<file path="config.mk">
export PLATFORM = sky130hd
export DESIGN_NAME = inst_fetch_unit_flat
export DESIGN_NICKNAME = d
export VERILOG_FILES = /design/src/rtl/inst_fetch_unit_if.sv /design/src/rtl/inst_fetch_unit.sv /design/src/flat_wrapper.sv
export SDC_FILE = /design/constraint.sdc
export NUM_CORES = 1
export LEC_CHECK = 0
export ABC_CLOCK_PERIOD_IN_PS = 3650
export BUFFER_PORTS_ARGS = -buffer_cell sky130_fd_sc_hd__buf_2
export CORE_MARGIN = 5
export CORE_UTILIZATION = 54
export DETAILED_ROUTE_END_ITERATION = 10
export PLACE_DENSITY_LB_ADDON = 0.1
export RECOVER_POWER = 50
export SKIP_LAST_GASP = 1
export SLEW_MARGIN = 5
export SYNTH_ARGS = -nofsm -noshare
export SYNTH_HDL_FRONTEND = slang
export SYNTH_SLANG_ARGS = --single-unit
</file>
<file path="constraint.sdc">
create_clock -name clk -period 3.65 [get_ports clk]
set_input_delay 0.1825 -clock clk [delete_from_list [all_inputs] [get_ports clk]]
set_output_delay 0.1825 -clock clk [all_outputs]
set_load 0.1 [all_outputs]
</file>
<file path="src/rtl/inst_fetch_unit_if.sv">
// Fetch unit bus bundle: instruction-memory request/response, decoder valid/ready,
// branch redirect and fault flags. master = fetch unit side, slave = memory/decoder/execute side.
interface inst_fetch_unit_if;
    logic        imemReq;
    logic [31:0] imemAddr;
    logic        imemValid;
    logic [31:0] imemData;
    logic        instValid;
    logic        instReady;
    logic [31:0] inst;
    logic [31:0] pcOld;
    logic        redirect;
    logic [31:0] redirectPc;
    logic        fetchFault;
    logic        misalignFault;

    modport master (
        output imemReq, imemAddr, instValid, inst, pcOld, fetchFault, misalignFault,
        input  imemValid, imemData, instReady, redirect, redirectPc
    );

    modport slave (
        input  imemReq, imemAddr, instValid, inst, pcOld, fetchFault, misalignFault,
        output imemValid, imemData, instReady, redirect, redirectPc
    );
endinterface

</file>
<file path="src/rtl/inst_fetch_unit.sv">
// Non-pipelined instruction fetch: one request in flight, redirect squashes stale responses.
// Optional FETCH_ALIGN_CHECK_EN: force word-aligned redirect targets and pulse misalignFault.
//
//  state | meaning
//  IDLE  | out of reset, request issued next cycle
//  REQ   | imemReq high for one cycle at imemAddr = pc
//  WAIT  | awaiting imemValid; stale response dropped when discard is set
//  HOLD  | instruction presented to decoder until instReady
//  FAULT | memory timed out; dead until rst
module inst_fetch_unit #(
    parameter logic [31:0] RESET_PC       = 32'h0000_0000,
    parameter logic [7:0]  TIMEOUT_CYCLES = 8'd255
) (
    input  logic                clk,
    input  logic                rst,
    inst_fetch_unit_if.master   bus
);
    localparam logic [31:0] NOP = 32'h0000_0013;

    typedef enum logic [2:0] {IDLE, REQ, WAIT, HOLD, FAULT} state_t;

    state_t      state, state_nxt;
    logic [31:0] pc, pc_nxt;
    logic [31:0] inst_q, inst_nxt;
    logic [31:0] pc_old, pc_old_nxt;
    logic        discard, discard_nxt;
    logic [7:0]  wait_cnt, wait_cnt_nxt;
    logic        fetch_fault, fetch_fault_nxt;
    logic        misalign_q, misalign_nxt;

    logic [31:0] redir_pc;
    logic        redir_misalign;
    logic [7:0]  wait_inc;
    logic        timeout_hit;

`ifdef FETCH_ALIGN_CHECK_EN
    assign redir_pc       = {bus.redirectPc[31:2], 2'b00};
    assign redir_misalign = |bus.redirectPc[1:0];
`else
    assign redir_pc       = bus.redirectPc;
    assign redir_misalign = 1'b0;
`endif

    assign wait_inc    = wait_cnt + 8'd1;
    assign timeout_hit = (TIMEOUT_CYCLES != 8'd0) && (wait_inc == TIMEOUT_CYCLES);

    always_ff @(posedge clk) begin
        if (rst) begin
            state       <= IDLE;
            pc          <= RESET_PC;
            inst_q      <= NOP;
            pc_old      <= RESET_PC;
            discard     <= 1'b0;
            wait_cnt    <= 8'd0;
            fetch_fault <= 1'b0;
            misalign_q  <= 1'b0;
        end else begin
            state       <= state_nxt;
            pc          <= pc_nxt;
            inst_q      <= inst_nxt;
            pc_old      <= pc_old_nxt;
            discard     <= discard_nxt;
            wait_cnt    <= wait_cnt_nxt;
            fetch_fault <= fetch_fault_nxt;
            misalign_q  <= misalign_nxt;
        end
    end

    always_comb begin
        state_nxt       = state;
        pc_nxt          = pc;
        inst_nxt        = inst_q;
        pc_old_nxt      = pc_old;
        discard_nxt     = discard;
        wait_cnt_nxt    = wait_cnt;
        fetch_fault_nxt = fetch_fault;
        misalign_nxt    = 1'b0;

        case (state)
            IDLE: state_nxt = REQ;
            REQ: begin
                state_nxt    = WAIT;
                wait_cnt_nxt = 8'd0;
            end
            WAIT: begin
                if (bus.imemValid) begin
                    if (!discard) begin
                        inst_nxt   = bus.imemData;
                        pc_old_nxt = pc;
                        pc_nxt     = pc + 32'd4;
                        state_nxt  = HOLD;
                    end else begin
                        discard_nxt = 1'b0;
                        state_nxt   = REQ;
                    end
                end else begin
                    wait_cnt_nxt = wait_inc;
                    if (timeout_hit) begin
                        fetch_fault_nxt = 1'b1;
                        state_nxt       = FAULT;
                    end
                end
            end
            HOLD: if (bus.instReady) state_nxt = REQ;
            FAULT: state_nxt = FAULT;
            default: state_nxt = IDLE;
        endcase

        // Redirect overrides everything above; a response landing the same cycle is stale
        if (bus.redirect && state != FAULT) begin
            pc_nxt       = redir_pc;
            misalign_nxt = redir_misalign;
            case (state)
                REQ: begin
                    discard_nxt = 1'b1;
                    state_nxt   = WAIT;
                end
                WAIT: begin
                    inst_nxt        = inst_q;
                    pc_old_nxt      = pc_old;
                    fetch_fault_nxt = fetch_fault;
                    wait_cnt_nxt    = wait_cnt;
                    if (bus.imemValid) begin
                        discard_nxt = 1'b0;
                        state_nxt   = REQ;
                    end else begin
                        discard_nxt = 1'b1;
                        state_nxt   = WAIT;
                    end
                end
                default: state_nxt = REQ;
            endcase
        end
    end

    assign bus.imemReq       = (state == REQ);
    assign bus.imemAddr      = pc;
    assign bus.instValid     = (state == HOLD);
    assign bus.inst          = inst_q;
    assign bus.pcOld         = pc_old;
    assign bus.fetchFault    = fetch_fault;
    assign bus.misalignFault = misalign_q;
endmodule

</file>
<file path="src/flat_wrapper.sv">
// flat-port wrapper written by rule: the top's interface ports become plain ports
module inst_fetch_unit_flat 
#(
    parameter logic [31:0] RESET_PC       = 32'h0000_0000,
    parameter logic [7:0]  TIMEOUT_CYCLES = 8'd255
)
  (clk, rst, bus_imemReq, bus_imemAddr, bus_instValid, bus_inst, bus_pcOld, bus_fetchFault, bus_misalignFault, bus_imemValid, bus_imemData, bus_instReady, bus_redirect, bus_redirectPc);
  inst_fetch_unit_if bus_i ();
  input  logic clk;
  input  logic rst;
  output wire logic [$bits(bus_i.imemReq)-1:0] bus_imemReq;
  output wire logic [$bits(bus_i.imemAddr)-1:0] bus_imemAddr;
  output wire logic [$bits(bus_i.instValid)-1:0] bus_instValid;
  output wire logic [$bits(bus_i.inst)-1:0] bus_inst;
  output wire logic [$bits(bus_i.pcOld)-1:0] bus_pcOld;
  output wire logic [$bits(bus_i.fetchFault)-1:0] bus_fetchFault;
  output wire logic [$bits(bus_i.misalignFault)-1:0] bus_misalignFault;
  input wire logic [$bits(bus_i.imemValid)-1:0] bus_imemValid;
  input wire logic [$bits(bus_i.imemData)-1:0] bus_imemData;
  input wire logic [$bits(bus_i.instReady)-1:0] bus_instReady;
  input wire logic [$bits(bus_i.redirect)-1:0] bus_redirect;
  input wire logic [$bits(bus_i.redirectPc)-1:0] bus_redirectPc;
  assign bus_imemReq = bus_i.imemReq;
  assign bus_imemAddr = bus_i.imemAddr;
  assign bus_instValid = bus_i.instValid;
  assign bus_inst = bus_i.inst;
  assign bus_pcOld = bus_i.pcOld;
  assign bus_fetchFault = bus_i.fetchFault;
  assign bus_misalignFault = bus_i.misalignFault;
  assign bus_i.imemValid = bus_imemValid;
  assign bus_i.imemData = bus_imemData;
  assign bus_i.instReady = bus_instReady;
  assign bus_i.redirect = bus_redirect;
  assign bus_i.redirectPc = bus_redirectPc;
  inst_fetch_unit #(.RESET_PC(RESET_PC), .TIMEOUT_CYCLES(TIMEOUT_CYCLES)) u_core (.clk(clk), .rst(rst), .bus(bus_i));
endmodule
</file>
# Word-level counts from Yosys, hierarchy flattened
# Cells that the tools add are included.
[totals] regBits=109 input_bits=69 wordCells=61
[op_classes] addsub=2 eq_ne=10 mux=36 n_reduce_logical=6
[op_table] op="$mux 32" count=14
[op_table] op="$add 32x3->32 const B" count=1
[op_table] op="$mux 8" count=3
[op_table] op="$pmux 8 s2" count=1
[op_table] op="$pmux 3 s5" count=1
[op_table] op="$mux 3" count=4
[op_table] op="$mux 1" count=9
[op_table] op="$add 8x1->8 const B" count=1
[op_table] op="$eq 8x8->1 const B" count=1
[op_table] op="$eq 3x2->1 const B" count=2
[op_table] op="$pmux 3 s2" count=1
[op_table] op="$mux 2" count=2
[op_table] op="$ne 2x2->1 const B" count=2
[op_table] op="$ne 4x2->1 const B" count=1
[op_table] op="$reduce_bool 2->1" count=2
[op_table] op="$eq 3x1->1 const B" count=1
[op_table] op="$eq 3x3->1 const B" count=1
[op_table] op="$logic_not 3->1" count=1
[op_table] op="$ne 3x1->1 const B" count=1
[op_table] op="$ne 3x3->1 const B" count=1
[op_table] op="$reduce_and 3->1" count=1
[op_table] op="$pmux 1 s2" count=1
[op_table] op="$reduce_and 2->1" count=1
[op_table] op="$logic_and 1x1->1" count=1

# Logic depth before layout (Yosys ltp)
[depth] depth_word=7 mapped_depth=9 mapped_depth_nobuf=6

# Worst setup path before layout
# OpenSTA, ideal clock, no wires.
[synth_path] path_type="register to register" startpoint="register u_core.pc[8] (netlist: u_core.bus.imemAddr[8])" endpoint="register u_core.pc[31] (netlist: u_core.bus.imemAddr[31])" setup_ns=0.086 arrival_ns=2.700 required_ns=3.564 path_slack_ns=0.864 stages_incl_launch_ff=6 n_path_buf=0 synth_period_minus_slack_ns=2.786 path_cell_list="dfxtp_1 > nand4_1 > nor3_1 > nand4_1 > xor2_1 > a211oi_1"
[synth_between] elab_chain_cells=5
[synth_rtl] element="start, declared" line="inst_fetch_unit.sv:23" text="logic [31:0] pc, pc_nxt;"
[synth_rtl] element="start signal, assigned" line="inst_fetch_unit.sv:59" text="pc <= pc_nxt;"
[synth_rtl] element="$add 32x3->32" line="inst_fetch_unit.sv:90" text="pc_nxt = pc + 32'd4;"
[synth_rtl] element="$mux 32" line="inst_fetch_unit.sv:87" text="if (!discard) begin"
[synth_rtl] element="$mux 32" line="inst_fetch_unit.sv:86" text="if (bus.imemValid) begin"
[synth_rtl] element="$mux 32" line="inst_fetch_unit.sv:79" text="case (state)"
[synth_rtl] element="$mux 32" line="inst_fetch_unit.sv:110" text="if (bus.redirect && state != FAULT) begin"
# Every way passes these cells. The select of a mux whose other input is x is not followed.
# A chain may end at the register's enable or synchronous reset.

# Worst setup path after layout
[layout_path] startpoint="register u_core.state[2]" endpoint="register u_core.pc[3] (netlist: u_core.bus.imemAddr[3])"
[layout_between] elab_chain_cells=4 elab_cells_between_ends=8 cone_classes="3 x eq/ne; 1 x mux; 4 x reduce/logical"
[layout_rtl] element="start, declared" line="inst_fetch_unit.sv:22" text="state_t state, state_nxt;"
[layout_rtl] element="start signal, assigned" line="inst_fetch_unit.sv:58" text="state <= state_nxt;"
[layout_rtl] element="$ne 3x3->1" line="inst_fetch_unit.sv:110"
[layout_rtl] element="$logic_and 1x1->1" line="inst_fetch_unit.sv:110"
[layout_rtl] element="$ne 2x2->1 (no source line) / $reduce_bool 2->1 (equally long branches)"
[layout_rtl] element="$reduce_and 3->1 (no source line)"
# Several ways; a longest one is shown, not always the timed one.

==> summary.txt <==
STA
  – RSZ-0062 raised after global routing: false
  – Worst Skew: 0.01799 ns
  – # setup viols final: 0
  – Slew HR: -22.62%
  – Ratio of final minimum period to clock period: 77.48%
  – Actual slew at the worst max-slew pin: 1.827 ns
  – Setup_tns: 0 ns
  – Fin Hold WS: 0.03259 ns
  – Fin. Hold Viols: 0
  – FMAX: 0.3536 GHz
  – Pins Over Slew Limit: 26
  – Min cycle time layout: 2.828 ns

Synth
  – Yosys top cell area share: 45.46%
  – Most frequent cells after synthesis: nand2_1, dfxtp_1, a21oi_1, nor2_1, clkbuf_1
  – Yosys warnings: 0
  – Leading area contributor after synthesis: dfxtp_1
  – Compound-cell area share of the yosys netlist: 17.57%
  – Syn nets: 673
  – Mux contribution to synthesized area: 0.6778%
  – Unique cell type count in the Yosys netlist: 54
  – Most used DFF post-synth: dfxtp_1
  – Most frequent cell after synthesis: nand2_1
  – Synth Register Bits: 109
  – Synth Area in XOR/XNOR: 4.197%
  – Syn Area/Cell: 7.986 sq um
  – FFs w/ async S/R, synth: 0%
  – Area contributors post-synth: dfxtp_1, nand2_1, a21oi_1, nor2_1, clkbuf_1
  – Post-synth EDFFs: 0
  – Post-Syn Area: 4800 sq um
  – Combinational family with the most area after synthesis: simple AND/OR/NAND/NOR gates
  – Adder-Cell Fraction of Synth Area: 0.7821%
  – Cell count after synthesis: 601
  – Post-Synth Simple-Gate Area: 27.11%
  – Sequential fraction of the synthesis area: 45.46%

Floorplanning
  – Num ports: 169
  – Die width: 104.3 microns
  – Row cnt: 34
  – Starting Density: 55.31%
  – Die H: 104.3 microns
  – Die Area: 10,870 sq um
  – Core area: 8678 sq um

Clock tree
  – CTS buffer count: 9
  – Clk Latency, worst-skew pair: 0.36 ns
  – TritonCTS clock tree: built
  – CTS resizes: 0
  – Cts hold-fix bufs: 0
  – Sink Count: 109
  – Clock transition at the registers of the reported paths: 0.11 ns
  – H-tree levels: 3
  – CTS max path bufs: 2
  – Root buffer cell: clkbuf_8
  – Setup Buffers After CTS: 0

Critical path
  – Critical Path Fanout Max: 25
  – R2R setup slack: 0.82 ns
  – Startpoint Class: flip-flop
  – Reg2Reg Depth: 5
  – Crit path kind: reg2reg
  – R2r endpoint: u_core.bus.imemAddr[3]
  – Critical Path End Type: flip-flop
  – Worst r2r src: u_core.state[2]
  – Crit path required time: 3.91 ns
  – Critical path arrival: 3.08 ns

Routing
  – DRT Pass-1 Iters: 5
  – Vias: 4,667
  – Drc violations: 0
  – Routed WL: 12,610 microns
  – Detail Route Antenna Nets: 0
  – Vias per cell: 5.465
  – Wire per inst: 14.77 microns
  – 1st-iter DRT viols: 230

Finish
  – P&R area growth vs syn: 19.13%
  – Antenna Cells: 0
  – Nets@finish: 813
  – Share of layout cells above drive strength 1: 13.54%

Hold path
  – Hold depth: 3
  – Hold Path Class: in2reg
  – Hold path endpoint: u_core.bus.inst[0]
  – Hold Crit Start: bus_imemData[0]

Global route
  – First-pass GRT wire length: 21,150 microns
  – Overflow after GRT: 0
  – Largest net degree at the start of global routing: 112
  – Tot GR Track Use: 22.42%
  – Vias in the first global route: 4,521
  – Initial antenna violation count: 0

Pwr
  – Total power divided by cell area: 441.9 nW/um^2
  – Max IR drop VDD: 0.0002426 V
  – LEAKAGE: 0.002029 uW

Run status
  – Status: finished with violations
  – Failing checks: max-capacitance violations, max-slew violations

Placed design
  – DP HPWL: 9023 microns
  – Number of buffers added on ports: 167
  – GP Congestion: 0.8028

Run
  – Max_cap viols: 1
## final cells by class
type | count | area (sq um)
clock buffer | 10 | 137.6
sequential | 109 | 2182
fill | 839 | 2960
tap | 108 | 135.1
multi-input combinational | 446 | 2427
clock inverter | 6 | 76.32
timing repair buffer | 171 | 744.5
inverter | 4 | 15.01
## power breakdown
part           total [uW]  switching, uW  internal (uW)
combinational         474            382           92.0
clock                 778            428            349
sequential           1280           48.8           1230
## routing by layer
metal | global-route usage (%) | up-vias | wire [microns]
li1 | - | 2351 | -
met1 | 27.71 | 2161 | 5342
met2 | 38.51 | 149 | 6234
met3 | 6.145 | 6 | 978
met4 | 5.550 | 0 | 58
met5 | 0 | - | 0
## sequential cells by signal, indices dropped and copies added (netlist names)
| register | cells |
|---|---|
| u_core.bus.fetchFault | 1 |
| u_core.bus.imemAddr | 32 |
| u_core.bus.inst | 32 |
| u_core.bus.pcOld | 32 |
| u_core.discard | 1 |
| u_core.state | 3 |
| u_core.wait_cnt | 8 |
## cell usage in the layout (no fill, tap or decap), drive strengths merged, types with 12 or more instances in the layout
cell	n
o21ai	14
buf	72
dfxtp	109
nand2	154
a21oi	80
nand3	13
xnor2	12
nor2	38
a211oi	19
clkbuf	109
## through the flow
step / cell area (sq um) / instances / setup WS, ns / utilization [%] / total power [uW]
2_1_floorplan: 4800 / 601 / 0.8640 / - / 1679
3_3_place_gp: 5639 / 838 / 1.067 / 64.98 / 1779
3_5_place_dp: 5639 / 838 / 0.9750 / 64.98 / 1787
4_1_cts: 5853 / 854 / 0.9691 / 67.45 / 2552
5_1_grt: 5718 / 854 / 0.5371 / 65.89 / 2625
6_report: 5718 / 854 / 0.8219 / 65.89 / 2527
## worst max path at each step
stage / startpoint / depth (start not counted) / endpoint
after floorplan: u_core.bus.imemAddr[8] / 5 / u_core.bus.imemAddr[31]
after global placement: u_core.state[0] / 5 / u_core.bus.pcOld[10]
after detailed placement: u_core.state[0] / 5 / u_core.bus.inst[29]
after CTS: u_core.state[0] / 5 / u_core.bus.imemAddr[7]
after global routing: u_core.state[2] / 5 / u_core.bus.imemAddr[3]
final: u_core.state[2] / 5 / u_core.bus.imemAddr[3]
## worst max-delay path, stage by stage (launching register included)
cell and delay (ns):
dfxtp_1 0.46, nand2b_1 0.14, o21ai_1 1.39, buf_4 0.43
nor2_1 0.06, a311oi_1 0.24
## cells by family after synthesis
logic type,after synthesis
mux,3
compound gates,141
buf+inv,46
other cells,1
fa+ha+maj,3
xor+xnor,23
flops,109
simple gates,275
Note: power is estimated with default switching activity, not from simulation.
